===== src/rtl/mem_request_arbiter.sv =====
// Round-robin arbiter serving per-thread memory requests from one single-ported store.
// Define MEM_ARB_STATS_EN to build the saturating contention counter (conflict_count).
module mem_request_arbiter #(
  parameter int NUM_PORTS  = 4,
  parameter int MEM_SIZE   = 32,
  parameter int DATA_WIDTH = 8,
  parameter int ADDR_WIDTH = 5
) (
  input  logic                            clk,
  input  logic                            reset,
  input  logic [NUM_PORTS-1:0]            req_valid,
  output logic [NUM_PORTS-1:0]            req_ready,
  input  logic [NUM_PORTS-1:0]            req_write,
  input  logic [NUM_PORTS*ADDR_WIDTH-1:0] req_addr,
  input  logic [NUM_PORTS*DATA_WIDTH-1:0] req_wdata,
  output logic [NUM_PORTS-1:0]            rsp_valid,
  output logic [NUM_PORTS*DATA_WIDTH-1:0] rsp_data,
  output logic [15:0]                     conflict_count,
  output logic [DATA_WIDTH-1:0]           debug_data_0,
  output logic [DATA_WIDTH-1:0]           debug_data_16
);

  localparam int PTR_W = (NUM_PORTS > 1) ? $clog2(NUM_PORTS) : 1;
  localparam int IDX_W = (MEM_SIZE > 1) ? $clog2(MEM_SIZE) : 1;

  logic [PTR_W-1:0]      rr_ptr_reg, rr_ptr_next;
  logic [NUM_PORTS-1:0]  grant;
  logic                  gnt_found;
  logic [PTR_W-1:0]      gnt_idx;
  logic                  gnt_write;
  logic [ADDR_WIDTH-1:0] gnt_addr;
  logic [DATA_WIDTH-1:0] gnt_wdata;
  logic                  in_range;
  logic [IDX_W-1:0]      mem_idx;
  logic [DATA_WIDTH-1:0] rd_word;

  logic [DATA_WIDTH-1:0]           mem_reg [MEM_SIZE];
  logic [NUM_PORTS-1:0]            rsp_valid_reg;
  logic [NUM_PORTS*DATA_WIDTH-1:0] rsp_data_reg;

  // First valid port at or after rr_ptr, with wrap-around.
  always_comb begin
    grant     = '0;
    gnt_found = 1'b0;
    gnt_idx   = '0;
    for (int k = 0; k < NUM_PORTS; k++) begin
      if (!gnt_found && req_valid[PTR_W'((int'(rr_ptr_reg) + k) % NUM_PORTS)]) begin
        gnt_found = 1'b1;
        gnt_idx   = PTR_W'((int'(rr_ptr_reg) + k) % NUM_PORTS);
      end
    end
    if (gnt_found) grant[gnt_idx] = 1'b1;
    req_ready = reset ? grant : '0;
  end

  always_comb begin
    rr_ptr_next = rr_ptr_reg;
    if (gnt_found)
      rr_ptr_next = (gnt_idx == PTR_W'(NUM_PORTS - 1)) ? '0 : gnt_idx + 1'b1;
  end

  assign gnt_write = req_write[gnt_idx];
  assign gnt_addr  = req_addr[gnt_idx*ADDR_WIDTH +: ADDR_WIDTH];
  assign gnt_wdata = req_wdata[gnt_idx*DATA_WIDTH +: DATA_WIDTH];
  assign mem_idx   = gnt_addr[IDX_W-1:0];

  generate
    if (MEM_SIZE >= (1 << ADDR_WIDTH)) begin : g_full_range
      assign in_range = 1'b1;
    end else begin : g_part_range
      assign in_range = (gnt_addr < ADDR_WIDTH'(MEM_SIZE));
    end
  endgenerate

  assign rd_word = in_range ? mem_reg[mem_idx] : '0;

  // Storage is register-based so the whole array can be cleared by reset.
  always_ff @(posedge clk or negedge reset) begin
    if (!reset) begin
      for (int i = 0; i < MEM_SIZE; i++) mem_reg[i] <= '0;
    end else if (gnt_found && gnt_write && in_range) begin
      mem_reg[mem_idx] <= gnt_wdata;
    end
  end

  always_ff @(posedge clk or negedge reset) begin
    if (!reset) begin
      rr_ptr_reg    <= '0;
      rsp_valid_reg <= '0;
      rsp_data_reg  <= '0;
    end else begin
      rr_ptr_reg    <= rr_ptr_next;
      rsp_valid_reg <= '0;
      if (gnt_found) begin
        rsp_valid_reg[gnt_idx] <= 1'b1;
        rsp_data_reg[gnt_idx*DATA_WIDTH +: DATA_WIDTH] <= gnt_write ? gnt_wdata : rd_word;
      end
    end
  end

  assign rsp_valid = rsp_valid_reg;
  assign rsp_data  = rsp_data_reg;

`ifdef MEM_ARB_STATS_EN
  logic [15:0] conflict_count_reg;

  always_ff @(posedge clk or negedge reset) begin
    if (!reset)
      conflict_count_reg <= '0;
    else if (($countones(req_valid) >= 2) && (conflict_count_reg != 16'hFFFF))
      conflict_count_reg <= conflict_count_reg + 16'd1;
  end

  assign conflict_count = conflict_count_reg;
`else
  assign conflict_count = 16'h0000;
`endif

  assign debug_data_0 = mem_reg[0];

  generate
    if (MEM_SIZE > 16) begin : g_dbg16
      assign debug_data_16 = mem_reg[16];
    end else begin : g_no_dbg16
      assign debug_data_16 = '0;
    end
  endgenerate

endmodule


===== config.mk =====
export PLATFORM = sky130hd
export DESIGN_NAME = mem_request_arbiter
export DESIGN_NICKNAME = d
export VERILOG_FILES = /design/src/rtl/mem_request_arbiter.sv
export SDC_FILE = /design/constraint.sdc
export NUM_CORES = 1
export LEC_CHECK = 0
export ABC_AREA = 0
export CAP_MARGIN = 20
export CORE_AREA = 3 3 116 230
export DETAILED_ROUTE_END_ITERATION = 8
export DIE_AREA = 0 0 119 233
export GPL_ROUTABILITY_DRIVEN = 0
export PLACE_DENSITY = 0.88
export SYNTH_ARGS = -nofsm -noshare
export SYNTH_HDL_FRONTEND = slang
export SYNTH_SLANG_ARGS = --single-unit

===== constraint.sdc =====
create_clock -name clk -period 3.8 [get_ports clk]
set_input_delay 0.38 -clock clk [delete_from_list [all_inputs] [get_ports clk]]
set_output_delay 0.38 -clock clk [all_outputs]
set_load 0.01 [all_outputs]

### After elaboration in Yosys (flattened, before gate mapping)

Index checks and enable logic that the tools add are counted.

* output and inout bits: 72
* register bits after elaboration: 294

* bitwise logic cells: 1
* shift operators: 4
* multiply operators: 1
* reduce and logical (&&, ||, !) cells: 9
* equal/unequal tests: 1
* multiplexer cells: 35
* add/sub/neg operators: 5
* $lt $le $gt $ge: 8

Operators by type and width (number)
* $bwmux 256: 1
* $bmux 8 s5: 1
* $demux 8 s5: 1
* $neg 5->34: 1
* $shift 8x34->32 const A: 1
* $shiftx 8x34->32: 1
* $bwmux 32: 1
* $mux 8: 4
* $shiftx 32x6->8: 1
* $shiftx 20x6->5: 1
* $lt 2x4->1 const B: 4
* $mux 1: 14
* $bmux 1 s2: 5
* $mux 2: 5
* $mux 4: 2
* $ge 6x6->1 const B: 1
* $logic_and 1x1->1: 6
* $lt 6x1->1 const B: 1
* $not 5->6: 1
* $mul 2x3->5 const B: 1
* $add 2x1->2 const B: 2
* $add 2x2->2 const B: 2
* $logic_not 1->1: 3
* $lt 2x3->1 const B: 1
* 3 further kinds: 3

### Depth between registers and ports, before layout

* depth in word-level cells: 22
* mapped depth: 13

### Worst setup path before layout

Ideal clock, no wire load.

* path kind: register -> register
* from: register rr_ptr_reg[1]
* to: register mem_reg[10] in the netlist's numbering
* clock period less this slack: 2.780 ns
* slack: 1.020 ns
* required time: 3.675 ns
* data arrival time: 2.655 ns
* stages on the path, launching flop included: 11
* cells stage by stage: dfrtp_1 > and2_4 > and2_1 > nor3_4 > buf_6 > mux2i_2 > buf_2 > buf_2 > nand3_2 > nor2_4 > mux2_2

* cells in the longest elaborated chain, start to end: 21

RTL lines
* start, declared: line 26 `logic [PTR_W-1:0] rr_ptr_reg, rr_ptr_next;`
* start signal, assigned: line 92 `rr_ptr_reg <= rr_ptr_next;`
* parallel branches: the longest is 21 deep, another holds $add 2x1->2
* end signal, assigned by index: line 82 `mem_reg[mem_idx] <= gnt_wdata;`
* end, declared: line 37 `logic [DATA_WIDTH-1:0] mem_reg [MEM_SIZE];`

Parallel ways; which one is timed is not known. The select of a mux whose other input is x is not followed.
A chain may end at the register's enable or synchronous reset.

### Worst setup path after layout

* from: register rr_ptr_reg[1]
* to: register rsp_data_reg[12], in the netlist rsp_data[12]

* cells in the longest elaborated chain, start to end: 22

RTL lines
* parallel branches: the longest is 22 deep, another holds $add 2x1->2
* end signal, assigned by index: line 96 `rsp_data_reg[gnt_idx*DATA_WIDTH +: DATA_WIDTH] <= gnt_write ? gnt_wdata : rd_word;`
* end, declared: line 39 `logic [NUM_PORTS*DATA_WIDTH-1:0] rsp_data_reg;`

Parallel ways; which one is timed is not known. The select of a mux whose other input is x is not followed.

==> impl_metrics.env <==
export IMPL_grt_util_all_layers_pct=32.0
export IMPL_clock_latency_ns=0.54
export IMPL_cp_slowest_cell="o2111ai_1"
export IMPL_drt_iter0_drc=1302
export IMPL_yosys_warnings=0
export IMPL_combinationalPowerShare_pct=47.1
export IMPL_vdd_drop_max_mv=0.434
export IMPL_slew_violations=0
export IMPL_start_util_pct=57.6
export IMPL_grt_overflow=0
export IMPL_synthDistinctLibCells=56
export IMPL_mostFrequentLayoutCell="dfrtp_1"
export IMPL_seqPwrFrac_pct=36.7
export IMPL_largest_reg_flops=240
export IMPL_io_buffers=117
export IMPL_chipWidth_um=119
export IMPL_p_leak_nw=7.66
export IMPL_route_final_wire_length_um=44900
export IMPL_cts_tree="done"
export IMPL_ys_seq_elements=294
export IMPL_drtAntennaViolNets=0
export IMPL_setup_viol=0
export IMPL_synth_main_ff_cell="dfrtp_1"
export IMPL_numCtsBuffers=24
export IMPL_clockRootBuffer="clkbuf_16"
export IMPL_critical_path_buf_inv_count=2
export IMPL_clk_pin_slew_ns=0.07
export IMPL_crit_top_cell="buf_4"
export IMPL_power_switching_w=0.00608
export IMPL_max_freq_mhz=266
export IMPL_tightest_slew_ns=0.994
export IMPL_routedWlPerCell_um=23.8
export IMPL_critPathTopFamily="compound AO/OA/AOI/OAI gates"
export IMPL_avgSynthCellArea_um2=10.0
export IMPL_design_area_mm2=0.0168
export IMPL_switching_share_pct=41.3
export IMPL_drc=0
export IMPL_clock_sinks=294
export IMPL_finalHoldViolCount=0
export IMPL_syn_inst=1442
export IMPL_min_period_ns=3.76
export IMPL_fp_row_count=82
export IMPL_die_h_um=233
export IMPL_maxCapViolations=0
export IMPL_worstSetupEndpointType="register"
export IMPL_avgViaCountPerCell=6.46
export IMPL_core_area_mm2=0.0251
export IMPL_final_nets=1598
export IMPL_max_stage_delay_ns=0.68
export IMPL_synth_seq_area_share_pct=50.8
export IMPL_startpoint_type="register"
export IMPL_place_area_mm2=0.0160
export IMPL_syn_area_mm2=0.0145
export IMPL_async_flop_share_pct=100
export IMPL_post_place_ws_ns=-0.181
export IMPL_clkPwrFrac_pct=16.2
export IMPL_hpwlAfterDp_um=30100
export IMPL_htree_levels=1
export IMPL_io_pins=134
export IMPL_die_area_mm2=0.0277
export IMPL_grt_first_pass_wirelength_um=69400
export IMPL_status="completed"
export IMPL_final_cell_mix="dfrtp_1 (294), nand2_1 (290), o21ai_0 (159)"
export IMPL_synth_edf_count=0
export IMPL_synth_area_top_cells="dfrtp_1 (51%), mux2_2 (8.4%), nand2_1 (7.5%)"
export IMPL_finClkSkew_ns=0.0145
export IMPL_synth_area_leader_cell="dfrtp_1"
export IMPL_antenna_cells=0
export IMPL_critPathMaxFanout=17
export IMPL_rsz0062_at_grt="false"
export IMPL_grt_max_degree=182
export IMPL_worstPathRequired_ns=4.20
export IMPL_synth_top_area_share_pct=50.8
export IMPL_timing_slew_headroom_pct=33.7
export IMPL_arrival_ns=4.16
export IMPL_drive_above_1_share_pct=17.1
export IMPL_reg2reg_depth=12
export IMPL_drt_pass1_iterations=7
export IMPL_fin_ws_ns=0.0448
export IMPL_antenna_found_initial=0
export IMPL_intPower_w=0.00864
export IMPL_power_density_mw_per_mm2=877
export IMPL_grt_pass1_vias=12501
export IMPL_fin_crit_sh_pct=98.8
export IMPL_syn2layout_area_growth_pct=16.0
export IMPL_crit_chain="and2_4, o211a_4, o21ai_2, nand3_4, buf_4, and3_1, a211oi_1, a31oi_1, buf_4, o2111ai_1, o31a_2, o21ai_1"
export IMPL_hold_path_class="in -> async"
export IMPL_final_core_util_pct=66.8
export IMPL_crit_type="reg -> reg"
export IMPL_routed_via_count=12164
export IMPL_cp_depth=12
export IMPL_clk_path_buf_depth=3
export IMPL_fillers=1741
[cells in the mapped netlist (3+ instances only)]
library cell  number
o31a_2             4
nor3_2             3
o221ai_1           4
a31oi_1           27
nand3_4            3
dfrtp_1          294
and2_1            15
o21ai_1           60
nor2_4             7
and3_1           108
inv_1              6
a211oi_1         101
nor2_1             3
mux2_2           108
nand3_1            5
mux2i_1           28
buf_2             32
buf_4             37
ha_1               5
nand2_1          290
o21bai_1           9
nand2b_1           3
o21ai_0          161
buf_6             10
o2111ai_1          6
clkbuf_1          65
o211ai_1           5
[metal layers]
layer | track usage (%) | vias up | wire length [µm]
li1 | - | 5261 | -
met3 | 7.25 | 243 | 4150
met5 | 0 | - | 0
met1 | 33.1 | 5878 | 14300
met2 | 54.7 | 782 | 22200
met4 | 26.5 | 0 | 4200
[cell families (layout without fill, tap and decap cells)]
logic type	count (synthesis)	after routing	synth area share (%)
flip-flops	294	294	50.8
multiplexers	140	140	10.8
buffers and inverters	154	242	5.75
AND/OR/NAND/NOR	462	463	15.9
adder cells (fa/ha/maj)	5	5	0.432
AO/OA/AOI/OAI	386	386	16.3
other	1	16	0.0259
[per-stage QoR]
step | power [W] | instances | hold WS [ns] | TNS [ns]
after floorplan | 0.00930 | 1457 | 0.0844 | 0
final | 0.0147 | 1882 | 0.388 | 0
after CTS | 0.0144 | 1878 | 0.407 | 0
after global routing | 0.0154 | 1882 | 0.437 | 0
after detailed placement | 0.0120 | 1836 | 0.380 | -2.39
after global placement | 0.0117 | 1836 | 0.366 | -0.858
[worst reg2reg max path, stage by stage (launching register included)]
cell and delay, ns:
dfrtp_1 0.45, and2_4 0.18, o211a_4 0.28, o21ai_2 0.34
nand3_4 0.28, buf_4 0.31, and3_1 0.18, a211oi_1 0.22
a31oi_1 0.11, buf_4 0.17, o2111ai_1 0.69, o31a_2 0.31
o21ai_1 0.10
[power by group through the flow]
stage | logic, W | clock network, W | registers, W
2_1_floorplan | 0.00409 | 0 | 0.00522
3_3_place_gp | 0.00638 | 0 | 0.00530
3_5_place_dp | 0.00662 | 0 | 0.00540
4_1_cts | 0.00670 | 0.00238 | 0.00537
5_1_grt | 0.00739 | 0.00250 | 0.00554
6_report | 0.00693 | 0.00239 | 0.00540
[what timing repair did]
action,4_1_cts,5_1_grt
setup endpoints to repair,0,9
gates resized for setup,0,4
hold buffers,1,0
endpoints found under the hold margin,68,0
setup buffers,0,3
[area by class of cell]
type	count	area (µm²)	share of cell area, %
Clock inverter	6	30.0	0.179
Inverter	8	30.0	0.179
Multi-Input combinational cell	1010	6370	37.9
Sequential cell	294	7360	43.8
Clock buffer	35	693	4.13
Tap cell	336	420	2.50
Timing Repair Buffer	193	1890	11.2
[worst paths after layout]
kind                               start           end  slack, ns
setup / recovery           rr_ptr_reg[1]  rsp_data[12]       0.04
max in group asynchronous          reset  mem_reg[202]       1.99
min in group clk            mem_reg[199]  mem_reg[199]       0.47
setup reg to reg           rr_ptr_reg[1]  rsp_data[12]       0.04
hold reg to reg             mem_reg[199]  mem_reg[199]       0.47
hold / removal                     reset  mem_reg[246]       0.39
Note: power is estimated with default switching activity, not from simulation.
